File: config.mk
export PLATFORM = sky130hd
export DESIGN_NAME = factor_game_ctrl
export DESIGN_NICKNAME = d
export VERILOG_FILES = /design/src/rtl/factor_game_ctrl.sv
export SDC_FILE = /design/constraint.sdc
export NUM_CORES = 1
export LEC_CHECK = 0
export CAP_MARGIN = 20
export CORE_MARGIN = 2
export CORE_UTILIZATION = 61
export DETAILED_ROUTE_END_ITERATION = 8
export PLACE_DENSITY = 0.85
export SYNTH_ARGS = -nofsm -noshare
export SYNTH_HDL_FRONTEND = slang
export SYNTH_SLANG_ARGS = --single-unit
export TNS_END_PERCENT = 30
File: constraint.sdc
create_clock -name CLK -period 6.2 [get_ports CLK]
set_input_delay 1.86 -clock CLK [delete_from_list [all_inputs] [get_ports CLK]]
set_output_delay 1.86 -clock CLK [all_outputs]
set_load 0.02 [all_outputs]
File: src/rtl/factor_game_ctrl.sv
// factor_game_ctrl: N-player round controller for the factorisation quiz.
// Tracks per-player HP and liveness, sequences the question index, enforces an
// answer time limit and detects the last player standing.
// Optional build macro FACTOR_SCORE_EN adds a per-player 4-bit win counter on SCORE.
module factor_game_ctrl #(
  parameter int N_PLAYERS = 2,
  parameter int HP_W      = 2,
  parameter int HP_INIT   = 3,
  parameter int NUM_W     = 4,
  parameter int NUM_Q     = 16,
  parameter int TMO_W     = 32,
  parameter int TMO_CYC   = 500000000
) (
  input  logic                       CLK,
  input  logic                       RST,
  input  logic                       READY_IN,
  input  logic                       QUE_IN,
  input  logic [N_PLAYERS-1:0]       ANS_VALID,
  input  logic [N_PLAYERS-1:0]       ANS_OK,
  output logic [3:0]                 STATE,
  output logic [NUM_W-1:0]           NUM,
  output logic                       NUM_LD,
  output logic [N_PLAYERS*HP_W-1:0]  HP,
  output logic [N_PLAYERS-1:0]       ACTIVE,
  output logic [2:0]                 WINNER,
  output logic                       TMO,
  output logic                       LEDR
`ifdef FACTOR_SCORE_EN
  ,
  output logic [N_PLAYERS*4-1:0]     SCORE
`endif
);

  typedef enum logic [3:0] {
    S_IDLE   = 4'd0,
    S_READY  = 4'd1,
    S_ANSWER = 4'd2,
    S_JUDGE  = 4'd3,
    S_OVER   = 4'd4
  } state_t;

  localparam logic [HP_W-1:0]  HP_LOAD  = HP_W'(HP_INIT);
  localparam logic [TMO_W-1:0] TMO_LOAD = TMO_W'(TMO_CYC - 1);
  localparam logic [NUM_W-1:0] NUM_LAST = NUM_W'(NUM_Q - 1);
  localparam logic [2:0]       NO_WIN   = 3'd7;

  state_t                 state_reg;
  logic [NUM_W-1:0]       num_reg;
  logic                   num_ld_reg;
  logic [HP_W-1:0]        hp_reg [N_PLAYERS];
  logic [N_PLAYERS-1:0]   active_reg;
  logic [N_PLAYERS-1:0]   answered_reg;
  logic [2:0]             winner_reg;
  logic                   tmo_reg;
  logic                   ledr_reg;
  logic [TMO_W-1:0]       timer_reg;
`ifdef FACTOR_SCORE_EN
  logic [3:0]             score_reg [N_PLAYERS];
`endif

  logic [N_PLAYERS-1:0]   elig;
  logic [N_PLAYERS-1:0]   correct;
  logic [N_PLAYERS-1:0]   wrong;
  logic [N_PLAYERS-1:0]   done_mask;
  logic [N_PLAYERS-1:0]   pen_mask;
  logic [N_PLAYERS-1:0]   survive;
  logic                   any_correct;
  logic                   all_wrong;
  logic                   timeout_hit;
  logic [2:0]             first_idx;
  logic [2:0]             alive_cnt;
  logic [2:0]             alive_idx;

  // Qualify this cycle's submissions and work out penalties and survivors
  always_comb begin
    elig        = ANS_VALID & active_reg & ~answered_reg;
    correct     = elig & ANS_OK;
    wrong       = elig & ~ANS_OK;
    done_mask   = answered_reg | wrong;
    any_correct = |correct;
    all_wrong   = ((done_mask & active_reg) == active_reg);
    timeout_hit = !any_correct && !all_wrong && (timer_reg == '0);
    // Timeout only penalises players who had not already been charged this round
    pen_mask    = wrong | (timeout_hit ? (active_reg & ~done_mask) : '0);
    first_idx   = NO_WIN;
    for (int i = N_PLAYERS - 1; i >= 0; i--) begin
      if (correct[i]) first_idx = 3'(i);
    end
    survive   = '0;
    alive_cnt = 3'd0;
    alive_idx = NO_WIN;
    for (int i = 0; i < N_PLAYERS; i++) begin
      survive[i] = active_reg[i] && (hp_reg[i] != '0);
      if (survive[i]) begin
        alive_cnt = alive_cnt + 3'd1;
        alive_idx = 3'(i);
      end
    end
  end

  // Round state machine with registered outputs
  always_ff @(posedge CLK) begin
    if (RST) begin
      state_reg    <= S_IDLE;
      num_reg      <= '0;
      num_ld_reg   <= 1'b0;
      active_reg   <= '1;
      answered_reg <= '0;
      winner_reg   <= NO_WIN;
      tmo_reg      <= 1'b0;
      ledr_reg     <= 1'b0;
      timer_reg    <= '0;
      for (int i = 0; i < N_PLAYERS; i++) begin
        hp_reg[i] <= HP_LOAD;
`ifdef FACTOR_SCORE_EN
        score_reg[i] <= 4'd0;
`endif
      end
    end else begin
      num_ld_reg <= 1'b0;
      tmo_reg    <= 1'b0;
      case (state_reg)
        S_IDLE: begin
          if (READY_IN) begin
            state_reg  <= S_READY;
            active_reg <= '1;
            num_reg    <= '0;
            num_ld_reg <= 1'b1;
            winner_reg <= NO_WIN;
            for (int i = 0; i < N_PLAYERS; i++) begin
              hp_reg[i] <= HP_LOAD;
`ifdef FACTOR_SCORE_EN
              score_reg[i] <= 4'd0;
`endif
            end
          end
        end
        S_READY: begin
          if (QUE_IN) begin
            state_reg    <= S_ANSWER;
            timer_reg    <= TMO_LOAD;
            answered_reg <= '0;
            winner_reg   <= NO_WIN;
          end
        end
        S_ANSWER: begin
          answered_reg <= done_mask;
          for (int i = 0; i < N_PLAYERS; i++) begin
            if (pen_mask[i] && (hp_reg[i] != '0)) hp_reg[i] <= hp_reg[i] - HP_W'(1);
`ifdef FACTOR_SCORE_EN
            if (any_correct && (first_idx == 3'(i)) && (score_reg[i] != 4'hF))
              score_reg[i] <= score_reg[i] + 4'd1;
`endif
          end
          if (any_correct) begin
            winner_reg <= first_idx;
            state_reg  <= S_JUDGE;
          end else if (all_wrong) begin
            winner_reg <= NO_WIN;
            state_reg  <= S_JUDGE;
          end else if (timeout_hit) begin
            tmo_reg    <= 1'b1;
            winner_reg <= NO_WIN;
            state_reg  <= S_JUDGE;
          end else begin
            timer_reg <= timer_reg - TMO_W'(1);
          end
        end
        S_JUDGE: begin
          active_reg <= survive;
          if ((N_PLAYERS > 1) && (alive_cnt <= 3'd1)) begin
            state_reg  <= S_OVER;
            ledr_reg   <= 1'b1;
            winner_reg <= (alive_cnt == 3'd1) ? alive_idx : NO_WIN;
          end else if ((N_PLAYERS == 1) && !survive[0]) begin
            state_reg  <= S_OVER;
            ledr_reg   <= 1'b1;
            winner_reg <= NO_WIN;
          end else if ((N_PLAYERS == 1) && (num_reg == NUM_LAST) && (winner_reg == 3'd0)) begin
            state_reg  <= S_OVER;
            ledr_reg   <= 1'b1;
            winner_reg <= 3'd0;
          end else begin
            state_reg  <= S_READY;
            num_reg    <= (num_reg == NUM_LAST) ? '0 : num_reg + NUM_W'(1);
            num_ld_reg <= 1'b1;
          end
        end
        S_OVER: begin
          if (READY_IN) begin
            state_reg <= S_IDLE;
            ledr_reg  <= 1'b0;
          end
        end
        default: state_reg <= S_IDLE;
      endcase
    end
  end

  assign STATE  = state_reg;
  assign NUM    = num_reg;
  assign NUM_LD = num_ld_reg;
  assign ACTIVE = active_reg;
  assign WINNER = winner_reg;
  assign TMO    = tmo_reg;
  assign LEDR   = ledr_reg;

  generate
    for (genvar gi = 0; gi < N_PLAYERS; gi++) begin : g_pack
      assign HP[gi*HP_W +: HP_W] = hp_reg[gi];
`ifdef FACTOR_SCORE_EN
      assign SCORE[gi*4 +: 4] = score_reg[gi];
`endif
    end
  endgenerate

endmodule

==> impl_results.md <==
- Status: finished clean
- Post-route DRC: 0
- Fmax: 263 MHz
- DR WL/cell: 14.8 um
- Vias in the first global route: 2236
- Max reg flops: 32
- Die area: 0.00509 mm2
- Crit path from: RST
- CP delay by family, top: simple AND/OR/NAND/NOR gates
- First-pass GRT wire length: 10.0 mm
- Mapped Nets: 341
- Ant diodes: 0
- Starting DRT DRC Count: 199
- DR vias/cell: 6.09
- Clk buf depth: 2
- Post-synth cell types: 44
- Final nets: 360
- TritonCTS clock tree: done
- Max incr delay on CP: 0.39 ns
- Worst skew pair latency: 0.30 ns
- GRT Total Usage: 24.2%
- Critical path arrival: 3.82 ns
- Setup Skew: 0.00400 ns
- Setup TNS Final: 0 ns
- Slew headroom: 43.4%
- Hold Path Class: flip-flop to flip-flop
- CORE AREA: 0.00435 mm2
- Flops & latches, synth: 52
- Die height: 71.4 um
- Layout cell share with drive strength beyond 1: 6.94%
- Final slew viol count: 0
- Flop2flop setup slack: 3.49 ns
- Largest net degree at the start of global routing: 34
- Drt pass-1 iters: 4
- Vias: 2423
- FF-to-FF End: timer_reg[1]
- Crit start category: primary input
- Final WL: 5.91 mm
- Reg clk slew, reported paths: 0.09 ns
- Resized Gates After CTS: 0
- Max-Cap Viols: 0
- Worst-Margin Slew: 0.846 ns
- Fill count: 335
- CP endpoint kind: flip-flop
- CP max FO: 33
- CTS Sinks: 52
- Die extent in x: 71.4 um
- Mapped cell area: 0.00277 mm2
- Cells on Worst Hold Path: 2
- Area delta synth->final: 12.5%
- Post-CTS Hold Buffers: 0
- Post-CTS setup buffers: 0
- Static Leak: 1.18 nW
- Crit path max-delay cell type: clkdlybuf4s50_1
- Pwr/cell area: 287 mW/mm2
- Initial core utilization: 63.6%
- Worst VDD drop: 0.000161 V
- Tcrit/Tclk final: 61.2%
- WS Path Type: primary input to flip-flop
- Worst EP required: 6.22 ns
- Cell Chain, Critical Path: clkdlybuf4s50_1, buf_4, inv_1, nand3_1, or3_1, nor4_2, o21ai_0, nand2_1
- Port bufs: 26
- CTS buffer count: 5
- Yosys warnings: 0
- Register area share after synthesis: 39.1%
- Clk root buf: clkbuf_8
- DP HPWL: 4.09 mm
- Total gr overflow: 0
- Commonest non-fill, non-tap cell in the layout: dfxtp_1
- Mean Syn Cell Area: 8.49 um2
- Crit path capture: hp_reg[0][2]
- Final min period: 3.80 ns
- Reg2reg path depth: 8
- Pwr Total: 892 uW
- Antenna viol nets, final: 0
- Final Setup Violations: 0
- Antenna violations before repair: 0
- H-tree depth: 2
- Stages on worst setup path: 8
- Worst Path Buf+Inv: 3
- Most frequent cells in the layout: 48 x dfxtp_1, 37 x a21oi_1, 34 x nor2_1
- # rows: 24
- Crit Reg-Reg Startpoint: timer_reg[1]
- Final hold violation count: 0
- Cells after Synth: 326
- GP Congestion: 0.872
- RSZ-0062 raised after global routing: no
- Io pins: 28
==> synth_stat cells <==
cell	n	area share [%]
dfxtp_1	48	35
a21oi_1	37	6.7
nor2_1	34	4.6
xor2_1	22	7.0
nand2_1	16	2.2
nand3_1	16	2.9
nand4_1	15	3.4
o21ai_0	15	2.7
clkbuf_1	12	1.6
inv_1	12	1.6
or3_1	12	2.7
nor3_1	11	2.0
ha_1	7	3.2
nor3b_1	6	1.6
a211oi_1	5	1.4
and3_1	5	1.1
nand2b_1	5	1.1
edfxtp_1	4	4.3
buf_4	3	0.81
mux2i_1	3	1.1
nand3b_1	3	0.81
nor4_1	3	0.68
or4_1	3	0.81
or4b_2	3	1.1
buf_6	2	0.81
nand4b_1	2	0.63
nor2b_1	2	0.45
nor4_4	2	1.5
or2_2	2	0.45
or4_4	2	0.81
a211oi_2	1	0.45
a21boi_4	1	0.68
a21o_1	1	0.27
a21oi_2	1	0.32
a22o_1	1	0.32
a22oi_1	1	0.27
a2bb2oi_1	1	0.32
a31oi_1	1	0.23
a41oi_1	1	0.32
conb_1	1	0.14
nand4b_4	1	0.86
nor4_2	1	0.45
o211ai_1	1	0.27
or3_2	1	0.27
==> layer usage <==
layer	global-route usage, %	wire length (um)
met5	0	0
met4	8.60	94
met3	4.78	266
met2	39.7	2860
met1	31.9	2690
==> worst min path at each step <==
stage	to	from	slack, ns
floorplan	timer_reg[15]	timer_reg[15]	0.45
global placement	timer_reg[15]	timer_reg[15]	0.47
detailed placement	timer_reg[15]	timer_reg[15]	0.48
CTS	timer_reg[15]	timer_reg[15]	0.50
global route	timer_reg[11]	timer_reg[11]	0.52
finish	timer_reg[11]	timer_reg[11]	0.49
==> report_power, final <==
part	total [mW]	switching (mW)	internal [mW]
logic	0.292	0.178	0.113
registers	0.403	0.0353	0.367
clock network	0.198	0.107	0.0913
total	0.892	0.321	0.572
==> layout make-up <==
type	count	area (um2)	area share, %
multi-input cells	245	1550	49.8
flip-flops and latches	52	1080	34.7
repair buffers	29	280	9.00
clock buffers	8	90.1	2.89
well taps	52	65.1	2.09
inverters	12	45.0	1.45
==> logic make-up after synthesis <==
family                     count (synthesis)  synth area share, %
and+or+nand+nor                          145                 30.5
AOI/OAI and AO/OA                         67                 14.2
DFF                                       52                 39.1
buffers and inverters                     29                 4.88
xor gates and xnor gates                  22                 6.96
adders and majority gates                  7                 3.16
muxes                                      3                 1.09
other                                      1                0.135
==> worst register-to-register path, delay by kind of cell (launching register included) <==
family / cells / cell delay (ns)
DFF: 1 / 0.35
AOI/OAI and AO/OA: 2 / 0.67
buffers and inverters: 1 / 0.11
and+or+nand+nor: 4 / 1.34
adders and majority gates: 1 / 0.16
==> metrics by stage <==
step           util, %  setup WS [ns]  hold WS, ns  instances  cell area [um2]
2_1_floorplan        -           2.83        0.453        326             2770
3_3_place_gp      69.3           2.06        0.467        389             3020
3_5_place_dp      69.3           2.02        0.481        389             3020
4_1_cts           71.4           2.30        0.497        397             3110
5_1_grt           71.5           2.26        0.522        398             3110
6_report          71.5           2.40        0.494        398             3110
Power figures use the tool's default switching activity.
